<file path="config.mk">
export PLATFORM = sky130hd
export DESIGN_NAME = uart_wb_master
export DESIGN_NICKNAME = d
export VERILOG_FILES = /design/src/rtl/uart_wb_master.sv
export SDC_FILE = /design/constraint.sdc
export NUM_CORES = 1
export LEC_CHECK = 0
export CAP_MARGIN = 20
export CORE_MARGIN = 2
export CORE_UTILIZATION = 30
export CTS_BUF_LIST = sky130_fd_sc_hd__clkbuf_4 sky130_fd_sc_hd__clkbuf_8
export DETAILED_ROUTE_END_ITERATION = 8
export GPL_TIMING_DRIVEN = 0
export PLACE_DENSITY_LB_ADDON = 0.12
export SLEW_MARGIN = 10
export SYNTH_ARGS = -nofsm -noshare
export SYNTH_HDL_FRONTEND = slang
export SYNTH_SLANG_ARGS = --single-unit
</file>
<file path="constraint.sdc">
create_clock -name wb_clk -period 6.1 [get_ports wb_clk]
set_input_delay 0.61 -clock wb_clk [delete_from_list [all_inputs] [get_ports wb_clk]]
set_output_delay 0.61 -clock wb_clk [all_outputs]
set_load 0.03 [all_outputs]
</file>
<file path="src/rtl/uart_wb_master.sv">
// uart_wb_master: Wishbone initiator for the UART register slave.
// Queues local register commands in a small FIFO and runs each one as a
// 4-phase stb/ack bus cycle. Every popped command produces exactly one
// response pulse, which carries either the read data or a timeout error.
module uart_wb_master #(
    parameter int CMD_DEPTH = 4,
    parameter int TIMEOUT   = 255
) (
    input  logic       wb_clk,
    input  logic       reset,
    // local command stream
    input  logic       cmd_valid,
    output logic       cmd_ready,
    input  logic       cmd_write,
    input  logic [1:0] cmd_addr,
    input  logic [7:0] cmd_data,
    // response stream (no backpressure)
    output logic       rsp_valid,
    output logic [7:0] rsp_data,
    output logic       rsp_err,
    output logic       rsp_read,
    output logic       busy,
    // Wishbone initiator side
    output logic       wb_stb,
    output logic       wb_we,
    output logic [1:0] wb_addr,
    output logic [7:0] wb_dat_o,
    input  logic [7:0] wb_dat_i,
    input  logic       wb_ack
);

    localparam int AW = (CMD_DEPTH > 1) ? $clog2(CMD_DEPTH) : 1;
    localparam int CW = AW + 1;
    // The timer only has to reach TIMEOUT-1 before it either fires or saturates.
    localparam int TW = (TIMEOUT > 1) ? $clog2(TIMEOUT) : 1;

    localparam logic [CW-1:0] FULL_CNT = CW'(CMD_DEPTH);
    localparam logic [TW-1:0] TMO_LAST = TW'((TIMEOUT > 0) ? TIMEOUT - 1 : 0);
    localparam logic [TW-1:0] TMR_MAX  = '1;
    localparam bit            TMO_EN   = (TIMEOUT != 0);

    typedef struct packed {
        logic       write;
        logic [1:0] addr;
        logic [7:0] data;
    } cmd_t;

    typedef enum logic [1:0] {
        IDLE,
        REQ,
        REL
    } state_t;

    state_t        state, state_n;
    cmd_t          fifo_mem [CMD_DEPTH];
    cmd_t          head;
    logic [AW-1:0] wr_ptr, rd_ptr;
    logic [CW-1:0] count;
    logic          push, pop;
    logic [TW-1:0] timer, timer_n;

    logic          stb_n, we_n;
    logic [1:0]    addr_n;
    logic [7:0]    dat_n;
    logic          rsp_valid_n, rsp_err_n, rsp_read_n;
    logic [7:0]    rsp_data_n;

    assign cmd_ready = (count != FULL_CNT);
    assign push      = cmd_valid && cmd_ready;
    assign head      = fifo_mem[rd_ptr];
    assign busy      = (count != '0) || (state != IDLE);

    // FIFO storage: written on every accepted command.
    // NOTE: the storage array has no reset; the pointers and count alone decide what is valid.
    always_ff @(posedge wb_clk) begin
        if (push) begin
            fifo_mem[wr_ptr] <= '{write: cmd_write, addr: cmd_addr, data: cmd_data};
        end
    end

    // FIFO pointers and occupancy; pointers wrap naturally as CMD_DEPTH is a power of 2.
    // NOTE: clocked state uses non-blocking assignments so every register samples pre-edge values.
    always_ff @(posedge wb_clk) begin
        if (reset) begin
            wr_ptr <= '0;
            rd_ptr <= '0;
            count  <= '0;
        end else begin
            if (push) wr_ptr <= wr_ptr + AW'(1);
            if (pop)  rd_ptr <= rd_ptr + AW'(1);
            case ({push, pop})
                2'b10:   count <= count + CW'(1);
                2'b01:   count <= count - CW'(1);
                default: count <= count;
            endcase
        end
    end

    // FSM state register.
    always_ff @(posedge wb_clk) begin
        if (reset) state <= IDLE;
        else       state <= state_n;
    end

    // Next-state, pop decision and next values of all registered bus/response outputs.
    // NOTE: every signal gets a default first so no path leaves one unassigned (no latches).
    always_comb begin
        state_n     = state;
        pop         = 1'b0;
        timer_n     = timer;
        stb_n       = wb_stb;
        we_n        = wb_we;
        addr_n      = wb_addr;
        dat_n       = wb_dat_o;
        rsp_valid_n = 1'b0;
        rsp_data_n  = rsp_data;
        rsp_err_n   = rsp_err;
        rsp_read_n  = rsp_read;

        case (state)
            IDLE: begin
                if (count != '0) begin
                    pop     = 1'b1;
                    addr_n  = head.addr;
                    dat_n   = head.data;
                    we_n    = !head.write;   // slave polarity: low means write
                    stb_n   = 1'b1;
                    timer_n = '0;
                    state_n = REQ;
                end
            end

            REQ: begin
                if (wb_ack) begin
                    // A stale ack present on entry is accepted as the acknowledge.
                    stb_n       = 1'b0;
                    rsp_valid_n = 1'b1;
                    rsp_err_n   = 1'b0;
                    rsp_read_n  = wb_we;
                    rsp_data_n  = wb_we ? wb_dat_i : 8'h00;
                    timer_n     = '0;
                    state_n     = REL;
                end else if (TMO_EN && (timer == TMO_LAST)) begin
                    stb_n       = 1'b0;
                    rsp_valid_n = 1'b1;
                    rsp_err_n   = 1'b1;
                    rsp_read_n  = wb_we;
                    rsp_data_n  = 8'h00;
                    timer_n     = '0;
                    state_n     = REL;
                end else if (timer != TMR_MAX) begin
                    timer_n = timer + TW'(1);
                end
            end

            REL: begin
                stb_n = 1'b0;
                if (!wb_ack) begin
                    state_n = IDLE;
                end else if (TMO_EN && (timer == TMO_LAST)) begin
                    // Slave never released ack: give up silently, response already sent.
                    timer_n = '0;
                    state_n = IDLE;
                end else if (timer != TMR_MAX) begin
                    timer_n = timer + TW'(1);
                end
            end

            default: begin
                stb_n   = 1'b0;
                state_n = IDLE;
            end
        endcase
    end

    // Registered bus outputs, response outputs and the ack-wait timer.
    always_ff @(posedge wb_clk) begin
        if (reset) begin
            wb_stb    <= 1'b0;
            wb_we     <= 1'b1;
            wb_addr   <= '0;
            wb_dat_o  <= '0;
            timer     <= '0;
            rsp_valid <= 1'b0;
            rsp_data  <= '0;
            rsp_err   <= 1'b0;
            rsp_read  <= 1'b0;
        end else begin
            wb_stb    <= stb_n;
            wb_we     <= we_n;
            wb_addr   <= addr_n;
            wb_dat_o  <= dat_n;
            timer     <= timer_n;
            rsp_valid <= rsp_valid_n;
            rsp_data  <= rsp_data_n;
            rsp_err   <= rsp_err_n;
            rsp_read  <= rsp_read_n;
        end
    end

endmodule

</file>
==> metrics.yaml, run 1 <==
cts:
  cts_buffers: 9
  path_clk_slew_ns: 0.08
  insertion_delay_ns: 0.36
  cts_setup_buffers: 0
  cts_max_path_buffers: 2
  cts_tree: "yes"
  cts_root_buffer: "clkbuf_8"
  post_cts_resized: 0
  h-tree-depth: 3
  cts.sink_count: 86
  hold_buffers: 0
routing:
  drt-initial-drc-count: 86
  wirelength_um: 7010
  drc: 0
  vias: 2199
  ant_nets: 0
  first_pass_iters: 6
  avgRoutedWirePerCell_um: 14.7
  vias_per_cell: 4.61
global_routing:
  antenna_found_initial: 0
  met3_usage: 0.0508
  globalRouteMet1Util: 0.157
  grt_remaining_overflow: 0
  grt-busiest-layer: "met2"
  met2_usage: 0.186
  grtUsageTotal: 0.121
  grt_pass1_wl_um: 11500
  grt_start_max_net_pins: 15
  grt_pass1_vias: 2207
floorplanning:
  die-area_um2: 12400
  die_w_um: 111
  pin_count: 48
  die_h_um: 111
  rows: 39
  floorplan.initialDensity: 0.305
  core-area_um2: 11300
final_layout:
  drive_gt1_frac: 0.102
  fin_cells: 477
  areaGrowthSynthToFinish_pct: 24.7
  num-nets-final: 364
  antenna_cells: 0
synthesis:
  synth_xor_area_frac: 0.0127
  muxShareOfSynthArea: 0.0776
  yosys.area_share.adder: 0.0457
  synthDistinctLibCells: 39
  synth_nets: 306
  synthSimpleGateAreaFrac: 0.116
  syn_area_um2: 3450
  ys_warn_count: 0
  synth_top_family_by_area: "simple AND/OR/NAND/NOR gates"
  yosysMostFrequentCell: "edfxtp_1"
  synth_top_area_frac: 0.383
  synth.avg_cell_area_um2: 12.7
  postSynthCellCount: 271
  synth_top_cell_by_area: "edfxtp_1"
  ys_async_sr_fraction: 0
  ys_ff_latch: 86
  synthFlopType: "edfxtp_1"
  synth_common_cells: "44 x edfxtp_1, 42 x dfxtp_1, 31 x nand2_1"
  synth_edf_count: 44
  synth_compound_gate_area_share: 0.0969
  seq_area_frac_synth: 0.627
  ys_top_cells_by_area: "edfxtp_1 38%, dfxtp_1 24%, mux4_2 7.2%, ha_1 4.0%, nand2_1 3.4%"
pwr:
  clkPwrFrac: 0.231
  internal-power_mw: 1.16
  peakVddDrop_v: 0.000181
  p_leak_nw: 1.49
  power_frac_seq: 0.429
  share_comb_of_total_power: 0.340
  power_density_nw_per_um2: 410
  netSwitchingPower_mw: 0.599
  p_sw_frac: 0.340
setup_path:
  cp-start-kind: "flop"
  cp_max_fo: 4
  critPathCaptureType: "output pin"
  cp_data_required_time_ns: 5.49
  arrival_ns: 2.35
  path_class: "reg2out"
sta:
  period_minus_slack_ns: 2.96
  fin_ws_ns: 3.14
  rsz0062_at_grt: "no"
  drv_slew: 0
  finalClockSkew_ns: 0.0113
  fmax_mhz: 338
  final_hold_viol_count: 0
  slew_headroom: 0.548
  timing.final.crit_share: 0.484
  fin_setup_tns_ns: 0
  setup_viol: 0
  tightestPinTransition_ns: 0.669
min_path:
  hp-class: "reg2reg"
outcome:
  status: "complete, no violations"
placed_design:
  gp_congestion: 0.757
  place_ws_ns: 3.39
  portBuffers: 47
  dpl.hpwl_um: 4770
  dp_cells: 461
flow_run:
  max_cap_viol_count: 0
-- path summary, 6_finish.rpt --
| path | start | to | slack [ns] | cells past startpoint |
|---|---|---|---|---|
| hold reg to reg | wb_dat_o[7] | wb_dat_o[7] | 0.46 | 2 |
| setup reg to reg | state[0] | count[2] | 3.41 | 11 |
| setup / recovery | state[0] | busy | 3.14 | 5 |
| hold / removal | wb_dat_o[7] | wb_dat_o[7] | 0.46 | 2 |
-- kinds of logic after synthesis --
logic type      after synthesis
buf+inv                      22
fa+ha+maj                    12
xor+xnor                      5
compound gates               54
flops                        86
mux                          13
simple gates                 79
-- state kept, by name, summed over array words and instances (netlist names), named ones only --
register	count
fifo_mem	44
wr_ptr	2
timer	8
wb_dat_o	8
wb_we	1
rsp_valid	1
rsp_data	8
rd_ptr	2
wb_addr	2
rsp_read	1
state	2
count	3
rsp_err	1
wb_stb	1
-- worst max-delay path: stages (launching register included) --
cell	delay, ns
dfxtp_1	0.35
inv_1	0.09
ha_1	0.16
nor4b_1	0.56
inv_1	0.18
clkdlybuf4s50_1	0.64
-- layer usage --
metal	wire [um]	vias up
li1	-	1110
met1	3380	1034
met2	3180	48
met3	358	7
met4	88	0
met5	0	-
-- stage by stage --
| step | hold slack (ns) | power, mW | util | area, um2 |
|---|---|---|---|---|
| finish | 0.460 | 1.76 | 0.380 | 4300 |
| global route | 0.490 | 1.88 | 0.380 | 4300 |
| CTS | 0.460 | 1.79 | 0.380 | 4300 |
| detailed placement | 0.448 | 1.38 | 0.362 | 4100 |
| global placement | 0.445 | 1.37 | 0.362 | 4100 |
| floorplan | 0.469 | 1.16 | - | 3450 |
-- layout by cell type (no fill, tap or decap), drive strengths merged --
| master | instances |
|---|---|
| nand2b | 3 |
| and2b | 1 |
| nand3 | 8 |
| dfxtp | 42 |
| fa | 1 |
| and2 | 3 |
| or3 | 2 |
| o31ai | 2 |
| nor4 | 1 |
| nand2 | 31 |
| o21ai | 14 |
| mux4 | 11 |
| xnor2 | 2 |
| nand4 | 3 |
| o41ai | 1 |
| mux2i | 2 |
| inv | 13 |
| clkinvlp | 1 |
| bufinv | 1 |
| a41oi | 1 |
| a21o | 2 |
| edfxtp | 44 |
| clkinv | 3 |
| clkdlybuf4s50 | 47 |
| a211oi | 1 |
| nor2 | 15 |
| nor4b | 1 |
| nor2b | 1 |
| xor2 | 3 |
| a22o | 10 |
| o211ai | 1 |
| a21oi | 22 |
| and4 | 1 |
| buf | 4 |
| ha | 11 |
| nor3 | 4 |
| clkbuf | 16 |
| and3 | 5 |
-- power groups by stage --
stage	logic [mW]	registers (mW)	clock network (mW)
after floorplan	0.317	0.845	0
after global placement	0.604	0.768	0
after detailed placement	0.606	0.771	0
after CTS	0.609	0.757	0.429
after global routing	0.663	0.769	0.452
final	0.599	0.756	0.408
-- final cells by class --
class	count	area [um2]
fill	1125	7020
tap	143	179
clock buffer	11	145
clock inverter	5	58.8
inverter	13	48.8
buffer	9	35.0
multi-input combinational	163	1200
sequential	86	2160
timing repair buffer	47	470
Note: power is estimated with default switching activity, not from simulation.
==> run 2, diff against run 1 <==
==> constraint.sdc (replaced) <==
create_clock -name wb_clk -period 2.7 [get_ports wb_clk]
set_input_delay 0.27 -clock wb_clk [delete_from_list [all_inputs] [get_ports wb_clk]]
set_output_delay 0.27 -clock wb_clk [all_outputs]
set_load 0.03 [all_outputs]
==> run 2 against run 1 <==
Against the previous run: final cell count decreased by 0.21%; clock skew about the same; clock power increased by 130%; critical endpoint unchanged; largest power group unchanged; highest routed layer unchanged.
==> metrics.yaml, run 2 (same netlist as run 1, synthesis figures left out) <==
setup_path:
  arrival_ns: 2.10  # was 2.35 ns
  critPathCaptureType: "output pin"  # unchanged
  critPathMaxStageDelay_ns: 0.63  # was 0.64 ns
  cp_max_fo: 4  # unchanged
  cp_slowest_cell: "clkdlybuf4s50_1"  # unchanged
  path_class: "reg2out"  # unchanged
  cp-start-kind: "flop"  # unchanged
  path_common_cell: "inv_1"  # unchanged
  crit_chain: "inv_1 -> ha_1 -> nor4b_2 -> inv_1 -> clkdlybuf4s50_1"  # was inv_1 -> ha_1 -> nor4b_1 -> inv_1 -> clkdlybuf4s50_1
  cp_data_required_time_ns: 2.43  # was 5.49 ns
pwr:
  p_leak_nw: 1.48  # was 1.49 nW
  power_frac_seq: 0.429  # about the same
  share_comb_of_total_power: 0.340  # about the same
  peakVddDrop_v: 0.000409  # was 0.000181 V
  internal-power_mw: 2.63  # was 1.16 mW
  power.total_mw: 3.99  # was 1.76 mW
  clkPwrFrac: 0.231  # about the same
  power_density_nw_per_um2: 925  # was 410 nW/um2
  p_sw_frac: 0.340  # about the same
  netSwitchingPower_mw: 1.36  # was 0.599 mW
final_layout:
  antenna_cells: 0  # unchanged
  nFillCells: 1122  # was 1125
  layout_common_cells: "47 x clkdlybuf4s50_1, 44 x edfxtp_1, 42 x dfxtp_1, 31 x nand2_1, 22 x a21oi_1"  # unchanged
  regArea_um2: 2160  # unchanged
  final_common_cell: "clkdlybuf4s50_1"  # unchanged
  multi_input_area_um2: 1210  # was 1200 um2
  fin_area_um2: 4310  # was 4300 um2
  top_register: "fifo_mem"  # unchanged
  areaGrowthSynthToFinish_pct: 24.9  # was 24.7%
  num-nets-final: 363  # was 364
  drive_gt1_frac: 0.108  # was 0.102
  largest_register_ffs: 44  # unchanged
routing:
  vias_per_cell: 4.62  # was 4.61
  wirelength_um: 6990  # was 7010 um
  first_pass_iters: 6  # unchanged
  ant_nets: 0  # unchanged
  routed-wl-met2_um: 3190  # was 3180 um
  wl_met1_um: 3340  # was 3380 um
  vias: 2197  # was 2199
  drc: 0  # unchanged
  dr.max_layer_used: "met4"  # unchanged
  drt-initial-drc-count: 87  # was 86
  avgRoutedWirePerCell_um: 14.7  # about the same
  wl_met3_um: 368  # was 358 um
sta:
  drv_slew: 0  # unchanged
  rsz0062_at_grt: "no"  # unchanged
  fin_ws_ns: 0.334  # was 3.14 ns
  final_hold_viol_count: 0  # unchanged
  fin_setup_tns_ns: 0  # unchanged
  timing.final.crit_share: 0.876
  slew_headroom: 0.552  # was 0.548
  period_minus_slack_ns: 2.37
  fmax_mhz: 423
  tightestPinTransition_ns: 0.665  # was 0.669 ns
  finalClockSkew_ns: 0.0112  # was 0.0113 ns
  setup_viol: 0  # unchanged
floorplanning:
  rows: 39  # unchanged
  floorplan.initialDensity: 0.305  # unchanged
  die_w_um: 111  # unchanged
  core-area_um2: 11300  # unchanged
  die-area_um2: 12400  # unchanged
  die_h_um: 111  # unchanged
  pin_count: 48  # unchanged
placed_design:
  portBuffers: 47  # unchanged
  place_area_um2: 4100  # unchanged
  place_ws_ns: -0.0124  # was 3.39 ns
  gp_congestion: 0.757  # unchanged
  dpl.hpwl_um: 4770  # unchanged
cts:
  cts_root_buffer: "clkbuf_8"  # unchanged
  h-tree-depth: 3  # unchanged
  hold_buffers: 0  # unchanged
  cts_tree: "yes"  # unchanged
  cts_buffers: 9  # unchanged
  insertion_delay_ns: 0.36  # about the same
  path_clk_slew_ns: 0.08  # about the same
  cts_setup_buffers: 0  # unchanged
  cts_max_path_buffers: 2  # unchanged
  cts.sink_count: 86  # unchanged
  post_cts_resized: 0  # unchanged
global_routing:
  antenna_found_initial: 0  # unchanged
  grtUsageTotal: 0.121  # about the same
  grt_pass1_vias: 2199  # was 2207
  grt_start_max_net_pins: 16  # was 15
  grt_remaining_overflow: 0  # unchanged
  grt_pass1_wl_um: 11400  # was 11500 um
flow_run:
  max_cap_viol_count: 0  # unchanged
outcome:
  status: "complete, no violations"  # unchanged
min_path:
  hp-class: "reg2reg"  # unchanged
-- run 2: layout make-up --
cell class                 count  area share
sequential                    86       0.502
multi-input combinational    163       0.281
timing repair buffer          47       0.109
tap                          143      0.0415
clock buffer                  11      0.0337
clock inverter                 5      0.0137
inverter                      13      0.0122
buffer                         8     0.00726
-- run 2: final timing paths --
check | cells after the start | slack [ns] | to | start
setup reg to reg | 10 | 0.38 | count[2] | state[0]
hold / removal | 2 | 0.46 | wb_dat_o[7] | wb_dat_o[7]
setup / recovery | 5 | 0.33 | busy | state[0]
hold reg to reg | 2 | 0.46 | wb_dat_o[7] | wb_dat_o[7]
-- run 2: layer usage --
metal  vias to the layer above  global-route usage
met3                         7              0.0508
li1                       1108                   -
met1                      1031               0.157
met5                         -                   0
met4                         0              0.0370
met2                        51               0.185
-- run 2: critical path, delay by kind of cell, from the launching register on --
kind / cells / cell delay (ns)
flip-flops: 1 / 0.34
adder cells (fa/ha/maj): 1 / 0.17
AND/OR/NAND/NOR: 1 / 0.36
buffers and inverters: 3 / 0.87
-- run 2: power by group through the flow --
stage	logic (mW)	registers, mW	clock network [mW]
2_1_floorplan	0.716	1.91	0
3_3_place_gp	1.37	1.74	0
3_5_place_dp	1.37	1.74	0
4_1_cts	1.37	1.71	0.969
5_1_grt	1.50	1.74	1.02
6_report	1.36	1.71	0.922
-- run 2: through the flow --
| stage | instances | hold WS [ns] | utilization |
|---|---|---|---|
| 3_3_place_gp | 461 | 0.445 | 0.362 |
| 6_report | 476 | 0.460 | 0.381 |
| 4_1_cts | 476 | 0.460 | 0.380 |
| 2_1_floorplan | 271 | 0.369 | - |
| 5_1_grt | 476 | 0.490 | 0.381 |
| 3_5_place_dp | 461 | 0.448 | 0.362 |
